File: config.mk
export PLATFORM = sky130hd
export DESIGN_NAME = result_display_sequencer
export DESIGN_NICKNAME = d
export VERILOG_FILES = /design/src/rtl/result_display_sequencer.sv
export SDC_FILE = /design/constraint.sdc
export NUM_CORES = 1
export LEC_CHECK = 0
export CAP_MARGIN = 20
export CORE_MARGIN = 4
export CORE_UTILIZATION = 57
export CTS_CLUSTER_SIZE = 14
export DETAILED_ROUTE_END_ITERATION = 8
export PLACE_DENSITY_LB_ADDON = 0.05
export SYNTH_ARGS = -nofsm -noshare
export SYNTH_HDL_FRONTEND = slang
export SYNTH_SLANG_ARGS = --single-unit
File: constraint.sdc
create_clock -name clk_i -period 2.8 [get_ports clk_i]
set_clock_uncertainty 0.2 [all_clocks]
set_input_delay 0.56 -clock clk_i [delete_from_list [all_inputs] [get_ports clk_i]]
set_output_delay 0.56 -clock clk_i [all_outputs]
set_load 0.01 [all_outputs]
File: src/rtl/result_display_sequencer.sv
// Buffers depth_p results from the systolic array, then shows them one by one on data_o,
// each for hold_cycles_p clocks (skip_i advances early), pulsing done_o after the last one.
module result_display_sequencer #(
    parameter int width_p       = 8,
    parameter int depth_p       = 4,
    parameter int hold_cycles_p = 60000000
) (
    input  logic                       clk_i,
    input  logic                       reset_n_i,
    input  logic                       valid_i,
    output logic                       ready_o,
    input  logic [width_p-1:0]         data_i,
    input  logic                       skip_i,
    input  logic                       flush_i,
    output logic [width_p-1:0]         data_o,
    output logic [$clog2(depth_p)-1:0] index_o,
    output logic                       displaying_o,
    output logic                       done_o,
    output logic                       state_o
);

    localparam int idx_w = $clog2(depth_p);
    localparam int cnt_w = $clog2(hold_cycles_p + 1);
    localparam logic [idx_w-1:0] last_slot = idx_w'(depth_p - 1);
    localparam logic [cnt_w-1:0] hold_last = cnt_w'(hold_cycles_p - 1);

    typedef enum logic {
        st_fill = 1'b0,
        st_show = 1'b1
    } state_e;

    state_e               state_q, state_n;
    logic [idx_w-1:0]     wr_cnt_q, wr_cnt_n;
    logic [idx_w-1:0]     idx_q, idx_n;
    logic [cnt_w-1:0]     cnt_q, cnt_n;
    logic                 done_q, done_n;
    logic                 wr_en;
    logic [width_p-1:0]   mem_q [depth_p];

    // Handshake: a result moves when valid_i and ready_o are both high at a rising edge;
    // ready_o depends only on state, and a flush cycle never moves data.
    always_comb begin
        state_n  = state_q;
        wr_cnt_n = wr_cnt_q;
        idx_n    = idx_q;
        cnt_n    = cnt_q;
        done_n   = 1'b0;
        wr_en    = 1'b0;
        if (flush_i) begin
            state_n  = st_fill;
            wr_cnt_n = '0;
            idx_n    = '0;
            cnt_n    = '0;
        end else begin
            case (state_q)
                st_fill: begin
                    if (valid_i) begin
                        wr_en = 1'b1;
                        if (wr_cnt_q == last_slot) begin
                            state_n  = st_show;
                            wr_cnt_n = '0;
                            idx_n    = '0;
                            cnt_n    = '0;
                        end else begin
                            wr_cnt_n = wr_cnt_q + 1'b1;
                        end
                    end
                end
                st_show: begin
                    // Skip and expiry in the same cycle collapse into one advance.
                    if (cnt_q == hold_last || skip_i) begin
                        cnt_n = '0;
                        if (idx_q == last_slot) begin
                            state_n  = st_fill;
                            idx_n    = '0;
                            wr_cnt_n = '0;
                            done_n   = 1'b1;
                        end else begin
                            idx_n = idx_q + 1'b1;
                        end
                    end else begin
                        cnt_n = cnt_q + 1'b1;
                    end
                end
                default: begin
                    state_n = st_fill;
                end
            endcase
        end
    end

    always_ff @(posedge clk_i or negedge reset_n_i) begin
        if (!reset_n_i) begin
            state_q  <= st_fill;
            wr_cnt_q <= '0;
            idx_q    <= '0;
            cnt_q    <= '0;
            done_q   <= 1'b0;
        end else begin
            state_q  <= state_n;
            wr_cnt_q <= wr_cnt_n;
            idx_q    <= idx_n;
            cnt_q    <= cnt_n;
            done_q   <= done_n;
        end
    end

    // Storage is not reset; stale contents are never shown because SHOW follows a full fill.
    always_ff @(posedge clk_i) begin
        if (wr_en) begin
            mem_q[wr_cnt_q] <= data_i;
        end
    end

    assign ready_o      = (state_q == st_fill);
    assign displaying_o = (state_q == st_show);
    assign data_o       = (state_q == st_show) ? mem_q[idx_q] : '0;
    assign index_o      = idx_q;
    assign done_o       = done_q;
    assign state_o      = state_q;

endmodule
==> impl.org, run 1 <==
** Status
- The run finished with clean final reports.

** Synth
- The netlist uses between 40 and 50 different library cells.
- Averaged over all synthesized cells, the footprint is roughly 13 sq um.
- After technology mapping, the gate count stands at around 240.
- Top-area cell type share of the netlist area :: 0.315
- Post-synth net total :: 261
- Ranked by instance count, the synthesized netlist is headed by sky130_fd_sc_hd__dfrtp_1 (32), sky130_fd_sc_hd__edfxtp_1 (32), sky130_fd_sc_hd__nor2_1 (22), sky130_fd_sc_hd__nand2_1 (16), sky130_fd_sc_hd__and2_1 (13).
- Cell taking the most area after synthesis :: sky130_fd_sc_hd__edfxtp_1
- Synth Register Bits :: 64
- For this run, the number of Yosys warnings is 0.
- Leading register cell type out of synthesis :: sky130_fd_sc_hd__edfxtp_1
- In this run, synthesis inferred 32 flip-flops with an integrated enable.
- Synthesized area :: 3050 sq um
- Of all flip-flops after synthesis, the portion carrying an async set or reset was 0.500.
- Sequential-to-total area share from yosys stat :: 0.578
- After synthesis, the cell types taking the most area are sky130_fd_sc_hd__edfxtp_1 (32%), sky130_fd_sc_hd__dfrtp_1 (26%), sky130_fd_sc_hd__mux4_2 (5.9%), sky130_fd_sc_hd__nor2_1 (2.7%), sky130_fd_sc_hd__and2_1 (2.7%).

** Clocking
- Counting along the longest clock path gives a buffer depth of 2.
- The number of clock buffers added by TritonCTS is 9.
- CTS built an H-tree with a depth of 3.
- Root Buffer Master :: sky130_fd_sc_hd__clkbuf_8
- Counting every sink on the clock net gives 64.
- TritonCTS built the clock tree.
- Clock slew seen by the registers of the worst setup and hold paths :: roughly 70 ps
- Clock latency of the later-clocked register in the worst-skew pair :: 340 ps
- For this design, the CTS-stage hold fixing added 0 buffers.

** Timing
- Number of failing hold endpoints at the final stage :: 0
- Final count of negative-setup-slack endpoints :: 0
- Setup repair after global routing left no endpoint under its margin.
- Fin crit period :: around 2600 ps
- Final max-slew violation count :: 0
- Slew of the pin with the lowest slew margin :: ~570 ps
- Derived from the worst setup path, the maximum achievable clock frequency is around 390 MHz.
- Adding up every negative setup slack in the final design gives 0 ps.
- Worst slew margin relative to its limit :: 0.623
- Worst setup margin :: roughly 220 ps
- Ratio of final minimum period to clock period :: 0.922

** Floorplan
- Width of the die :: 81.1 um
- The floorplan step set the die height to 81.1 um.
- 27 I/O pins were placed.
- Core area :: 5140 sq um
- The initial utilization of the core area, before any placement, comes to 0.593.
- The initialized floorplan defines 26 standard-cell rows.
- Die area :: roughly 6600 sq um

** Route
- Detailed routing inserted a total of around 2k vias.
- After detailed routing, the number of vias per cell comes to 5.72.
- Number of nets with antenna violations after routing :: 0
- The final layout contains routed wiring with a total length of just under 6 mm.
- Dividing the detail-routed wire length by the instance count gives approximately 17 um.
- The detailed router finished its first iteration with 94 violations.
- Remaining routing DRC violations :: 0
- Initial DRT Pass Iterations :: 4

** Final layout
- The number of antenna diodes in the final layout is 0.
- From synthesis to final layout, the design area changed by 20.0%.
- At the end of the flow the core is filled with cells to 0.712.
- Fraction of final layout cells sized beyond drive strength 1 :: 0.155
- For this run, the post-layout net count is around 300.
- After routing the design area is 3660 sq um.
- Number of fill cells in the layout :: approximately 400

** Global routing
- In the global route stage, overall resource usage came out at 0.210.
- After global routing the overflow that remains totals 0.
- The first global-routing pass estimated between 10 and 15 mm of wire.
- Antenna violations before repair :: 0
- Largest net degree at the start of global routing :: 33
- The via count of the first global-routing pass is 2015.

** Placement
- Placement-stage cell area :: 3420 sq um
- Worst setup slack before clock tree synthesis :: around 250 ps
- Gp weighted congestion :: approximately 0.82
- During placement, the flow inserted port buffers numbering 26.
- Detailed placement HPWL :: ~4 mm

** Run
- Max-cap viol count :: 0

** Min path
- The min-delay analysis places its worst path in the category reg2reg.
- Counting instances, the worst hold path has a depth of 1.

** Critical path
- Critical path start-end classification :: reg2out
- The worst setup path is captured at an output port.
- In this run the worst path has a maximum fanout of 9.
- At the worst endpoint, the arrival time is ~1800 ps.
- Critical Path Start Type :: flop
- The worst register-to-register path has a depth of 5.
- CP Data Required Time :: 2040 ps

** Power and ir drop
- For this design the static power due to leakage is around 1.5 nW.
- Power per unit of standard cell area :: 532 nW/um^2
- IR analysis of the VDD net gives a maximum drop of approximately 0.00032 V.
## sequential cells by signal, summed over array words and instances (netlist names)
| register | cells |
|---|---|
| cnt_q | 26 |
| displaying_o | 1 |
| done_o | 1 |
| index_o | 2 |
| mem_q | 32 |
| wr_cnt_q | 2 |
## stage by stage
stage / total power, mW / cells / hold WS (ps)
final: 1.95 / 354 / 325
after global routing: 2.01 / 354 / 337
after floorplan: 1.07 / 242 / 64.4
after CTS: 1.96 / 354 / 316
after detailed placement: 1.12 / 337 / 307
after global placement: 1.12 / 337 / 304
## worst paths after layout
check	startpoint	end	slack, ps
worst max-delay path	index_o[0]$_DFFE_PN0P_	data_o[5]	220
worst min-delay path	cnt_q[6]$_DFFE_PN0P_	cnt_q[6]$_DFFE_PN0P_	330
worst max register to register	cnt_q[12]$_DFFE_PN0P_	index_o[0]$_DFFE_PN0P_	320
worst min register to register	cnt_q[6]$_DFFE_PN0P_	cnt_q[6]$_DFFE_PN0P_	330
max in group asynchronous	reset_n_i	index_o[1]$_DFFE_PN0P_	1670
min in group asynchronous	reset_n_i	cnt_q[11]$_DFFE_PN0P_	420
## critical path: stages (launching register included)
cell,delay [ps]
sky130_fd_sc_hd__dfrtp_1,390
sky130_fd_sc_hd__buf_12,150
sky130_fd_sc_hd__mux4_2,490
sky130_fd_sc_hd__and2_1,170
sky130_fd_sc_hd__dlygate4sd2_1,280
## final cells by class
cell class | count | area (sq um) | area share
sequential | 64 | 1760 | 0.482
tap | 70 | 87.6 | 0.0239
clock inverter | 6 | 83.8 | 0.0229
clock buffer | 10 | 128 | 0.0349
multi-input combinational | 162 | 1220 | 0.333
inverter | 7 | 26.3 | 0.00718
timing repair buffer | 35 | 353 | 0.0965
## metal layers
metal | track usage | vias up | share of wire
met1 | 0.295 | 983 | 0.47
met3 | 0.0388 | 14 | 0.040
met5 | 0 | - | 0
li1 | - | 977 | -
met2 | 0.309 | 51 | 0.46
met4 | 0.113 | 0 | 0.026
## power by group
part / switching [mW] / internal, mW / leakage (nW)
clock: 0.347 / 0.496 / 0.0999
sequential: 0.00729 / 1.01 / 0.735
combinational: 0.0500 / 0.0402 / 0.661
total: 0.404 / 1.54 / 1.50
## cell families (layout without fill, tap and decap cells)
kind of cell / after synthesis / count (layout) / synth area share
adder cells (fa/ha/maj): 6 / 6 / 0.0246
flip-flops: 64 / 64 / 0.578
AND/OR/NAND/NOR: 105 / 105 / 0.193
buffers and inverters: 16 / 58 / 0.0226
multiplexers: 10 / 10 / 0.0665
XOR/XNOR: 16 / 16 / 0.0460
AO/OA/AOI/OAI: 25 / 25 / 0.0694
## cells in the final DEF, fill, tap and decap left out, drive strengths merged, types with 9 or more instances in the layout
| master | instances |
|---|---|
| edfxtp | 32 |
| dfrtp | 32 |
| nor2 | 23 |
| clkdlybuf4s50 | 18 |
| nand2 | 16 |
| and2 | 13 |
| nand3 | 11 |
| nand4 | 10 |
| clkbuf | 10 |
| xnor2 | 9 |
| buf | 9 |
## repair_timing
action,4_1_cts,5_1_grt
endpoints found under the hold margin,0,0
buffers inserted,1,0
resized for setup,2,7
endpoints found under the setup margin,8,6
No activity file was read; power rests on OpenSTA's default activity.
==> run 2, diff against run 1 <==
- CORE_UTILIZATION: 57 -> 25
- CTS_CLUSTER_SIZE: 14 -> 40
==> run 2 against run 1 <==
Cell count grew 23%. Clock-buffer cell count shrank 1. Non-clock buffer count grew 4. Setup slack lost 160 ps.
==> impl.org, run 2 (same netlist as run 1, synthesis figures left out) <==
** Status
- The flow ran to the end, and the final reports show no timing, DRC or antenna violations.

** Timing
- RSZ-0062 raised after global routing :: no
- Fin crit period :: 2740 ps (+157 ps)
- The number of pins exceeding their max-slew limit in the final report came to 0 (unchanged).
- The final worst-path cycle share is 0.979 (+0.0561).
- Final count of negative-setup-slack endpoints :: 0 (unchanged)
- The final sum of negative setup slack came to 0 ps (unchanged).
- The least setup slack across all paths after layout is 60.2 ps (-157 ps).
- The slew of the pin with the lowest slew margin is 579 ps (+13.8 ps).
- The achievable clock frequency came to 365 MHz (-5.7%).
- The number of failing hold endpoints at the final stage is 0 (unchanged).
- Worst slew margin relative to its limit :: 0.614 (-0.00919)

** Route
- Average vias per placed instance :: 4.56 (-20%)
- Iter 0 DRT Violations :: 94 (unchanged)
- The number of vias after detailed routing came to 1985 (-2.0%).
- The routed wire length per instance was 15.8 um (-4.8%).
- The number of nets with antenna violations after detailed routing was 0 (unchanged).
- The total wire length after detailed routing is 6.87 mm (+17%).
- The number of design rule violations left after detail routing is 0 (unchanged).
- Initial DRT Pass Iterations :: 4 (unchanged)

** Critical path
- Largest stage delay, worst path :: 480 ps (about the same)
- The critical path data arrival time came to 1980 ps (+160 ps).
- The worst setup path is captured at an output port.
- Source of the critical timing path :: index_o[0]$_DFFE_PN0P_
- The critical path in this run is classified as reg2out.
- Broken down by cell family, the worst path's largest delay share belongs to buffers and inverters.
- Critical Path Start Type :: flop
- Standard cell with the maximum stage delay on the critical path :: sky130_fd_sc_hd__mux4_2
- Total stage count of the critical path :: 4 (unchanged)
- The data required time of the worst path was 2040 ps (about the same).
- The signal on the critical path passes through buf_12 > mux4_2 > and2_1 > clkdlybuf4s50_1.
- The endpoint identified for the worst register-to-register timing path is index_o[0]$_DFFE_PN0P_.
- Crit path buf inv count :: 2 (unchanged)
- Maximum fanout count along the critical path :: 9 (unchanged)
- In this run the critical register-to-register path is launched from cnt_q[12]$_DFFE_PN0P_.
- R2r worst-path depth :: 5 (unchanged)
- Capturing instance or port of the critical path :: data_o[5]
- The slack of the worst reg-to-reg path was 290 ps (-30 ps).

** Final layout
- Area growth from synthesis to final layout :: 28.7%
- Count of placed standard cells in the final layout, fillers left out :: 435 (+23%)
- Largest Register :: mem_q
- Final core occ :: 0.328 (-0.384)
- The diode insertion count for antenna repair was 0 (unchanged).
- The top cell types in the final layout, fill and taps aside, are sky130_fd_sc_hd__edfxtp_1 (32), sky130_fd_sc_hd__dfrtp_1 (30), sky130_fd_sc_hd__nor2_1 (22), sky130_fd_sc_hd__clkdlybuf4s50_1 (19), sky130_fd_sc_hd__nand2_1 (16).
- Fraction of final layout cells sized beyond drive strength 1 :: 0.174 (+0.0187)
- Most frequent standard cell in the layout excluding fill and tap cells :: sky130_fd_sc_hd__edfxtp_1
- Regs by FF count :: mem_q x32, cnt_q x26
- Flip-flop count of the largest register, all copies and words added :: 32 (unchanged)
- Number of fill cells in the layout :: 1208 (+200%)
- The post-layout net count came to 302 (+1.3%).

** Global routing
- The sum of overflow across all layers after global routing is 0 (unchanged).
- The largest net degree at the start of global routing was 33 (unchanged).
- First-pass GRT wire length :: 11.7 mm (+16%)
- Antenna violations before repair :: 0 (unchanged)
- The via count of the first global-routing pass is 2096 (+4.0%).
- Global-route usage over all layers :: 0.107 (-0.102)

** Floorplan
- The initial core utilization was 0.255 (-0.338).
- Core area :: 12000 sq um (+130%)
- The placement row count was 40 (+54%).
- The die footprint is 14000 sq um (+110%).
- I/O Pins :: 27 (unchanged)
- The vertical die dimension is 118 um (+46%).
- The width of the die is 118 um (+46%).

** Min path
- Min-Delay Path Class :: reg2reg

** Clocking
- The clock latency on the worst-skew pair was 320 ps (-20 ps).
- Number of buffers created by CTS :: 9 (unchanged)
- H-Tree Depth :: 3 (unchanged)
- Maximum root-to-sink buffer count :: 2 (unchanged)
- Clock tree from TritonCTS :: built
- Clock slew seen by the registers of the worst setup and hold paths :: 60 ps (about the same)
- Clock tree synthesis selected as its root buffer the cell sky130_fd_sc_hd__clkbuf_16.
- The CTS sink count is 64 (unchanged).

** Run
- The max capacitance violation total was 0 (unchanged).

** Power and ir drop
- Worst voltage drop across the vdd grid :: 0.000258 V (-21%)
- The leakage component of the power was 1.59 nW (+6.2%).
- The overall power consumption came to 2.40 mW (+24%).
- Power per unit of standard cell area :: 613 nW/um^2 (+15%)

** Placement
- The placement-stage worst setup slack was 221 ps (-28.2 ps).
- Port Buffer Count :: 26 (unchanged)
- The number of placed instances with taps included came to 418 (+24%).
- Gp weighted congestion :: 0.686 (-17%)
- Detailed placement HPWL :: 4.79 mm (+18%)
## run 2: cell count changes in the layout (fill, tap and decap cells not counted), moves of 2 or more
cell | before | now
sky130_fd_sc_hd__clkbuf_16 | 0 | 9
sky130_fd_sc_hd__clkbuf_8 | 9 | 0
sky130_fd_sc_hd__buf_4 | 8 | 12
sky130_fd_sc_hd__dlygate4sd2_1 | 2 | 0
## run 2: layout make-up
| class | instances | area, sq um | share of cell area |
|---|---|---|---|
| Clock buffer | 9 | 225 | 0.0574 |
| Tap cell | 147 | 184 | 0.0469 |
| Inverter | 7 | 26.3 | 0.00670 |
| Multi-Input combinational cell | 162 | 1220 | 0.310 |
| Timing Repair Buffer | 39 | 388 | 0.0989 |
| Clock inverter | 7 | 119 | 0.0303 |
| Sequential cell | 64 | 1760 | 0.450 |
## run 2: worst register-to-register path, cell delays in order (launching register included)
cell and delay [ps]:
sky130_fd_sc_hd__dfrtp_1 450, sky130_fd_sc_hd__nor4b_1 480, sky130_fd_sc_hd__nand4_1 300, sky130_fd_sc_hd__o31a_4 450, sky130_fd_sc_hd__nor2_8 160, sky130_fd_sc_hd__mux2_2 340
## run 2: layer usage
layer  global-route usage  share of wire  vias up
met5                    0              0        -
met4               0.0326         0.0099        0
met3               0.0378          0.040        4
met2                0.173           0.48       40
met1                0.136           0.47      964
li1                     -              -      977
## run 2: power breakdown
part	total, mW	switching [mW]	internal (mW)
Combinational	0.0951	0.0525	0.0426
Clock	1.30	0.426	0.871
Sequential	1.01	0.00689	1.01
## run 2: worst min path at each step
stage                                    start                    to  slack, ps  cells past startpoint
final                     cnt_q[6]$_DFFE_PN0P_  cnt_q[6]$_DFFE_PN0P_        310                      1
after global routing      cnt_q[6]$_DFFE_PN0P_  cnt_q[6]$_DFFE_PN0P_        360                      1
after CTS                 cnt_q[6]$_DFFE_PN0P_  cnt_q[6]$_DFFE_PN0P_        300                      1
after detailed placement  cnt_q[6]$_DFFE_PN0P_  cnt_q[6]$_DFFE_PN0P_        290                      1
after global placement    cnt_q[6]$_DFFE_PN0P_  cnt_q[6]$_DFFE_PN0P_        310                      1
after floorplan                      reset_n_i  cnt_q[0]$_DFFE_PN0P_         60                      0
## run 2: repair_timing
| item | CTS | global route |
|---|---|---|
| buffers inserted | 1 | 0 |
| setup endpoints to repair | 8 | 7 |
| pin swaps | 0 | 0 |
| hold endpoints to repair | 0 | 0 |
| gates resized for setup | 2 | 7 |
| hold buffers | 0 | 0 |
## run 2: through the flow
step | cell area [sq um] | hold slack (ps)
4_1_cts | 3910 | 302
3_3_place_gp | 3550 | 305
5_1_grt | 3920 | 361
3_5_place_dp | 3550 | 293
6_report | 3920 | 313
2_1_floorplan | 3050 | 64.4
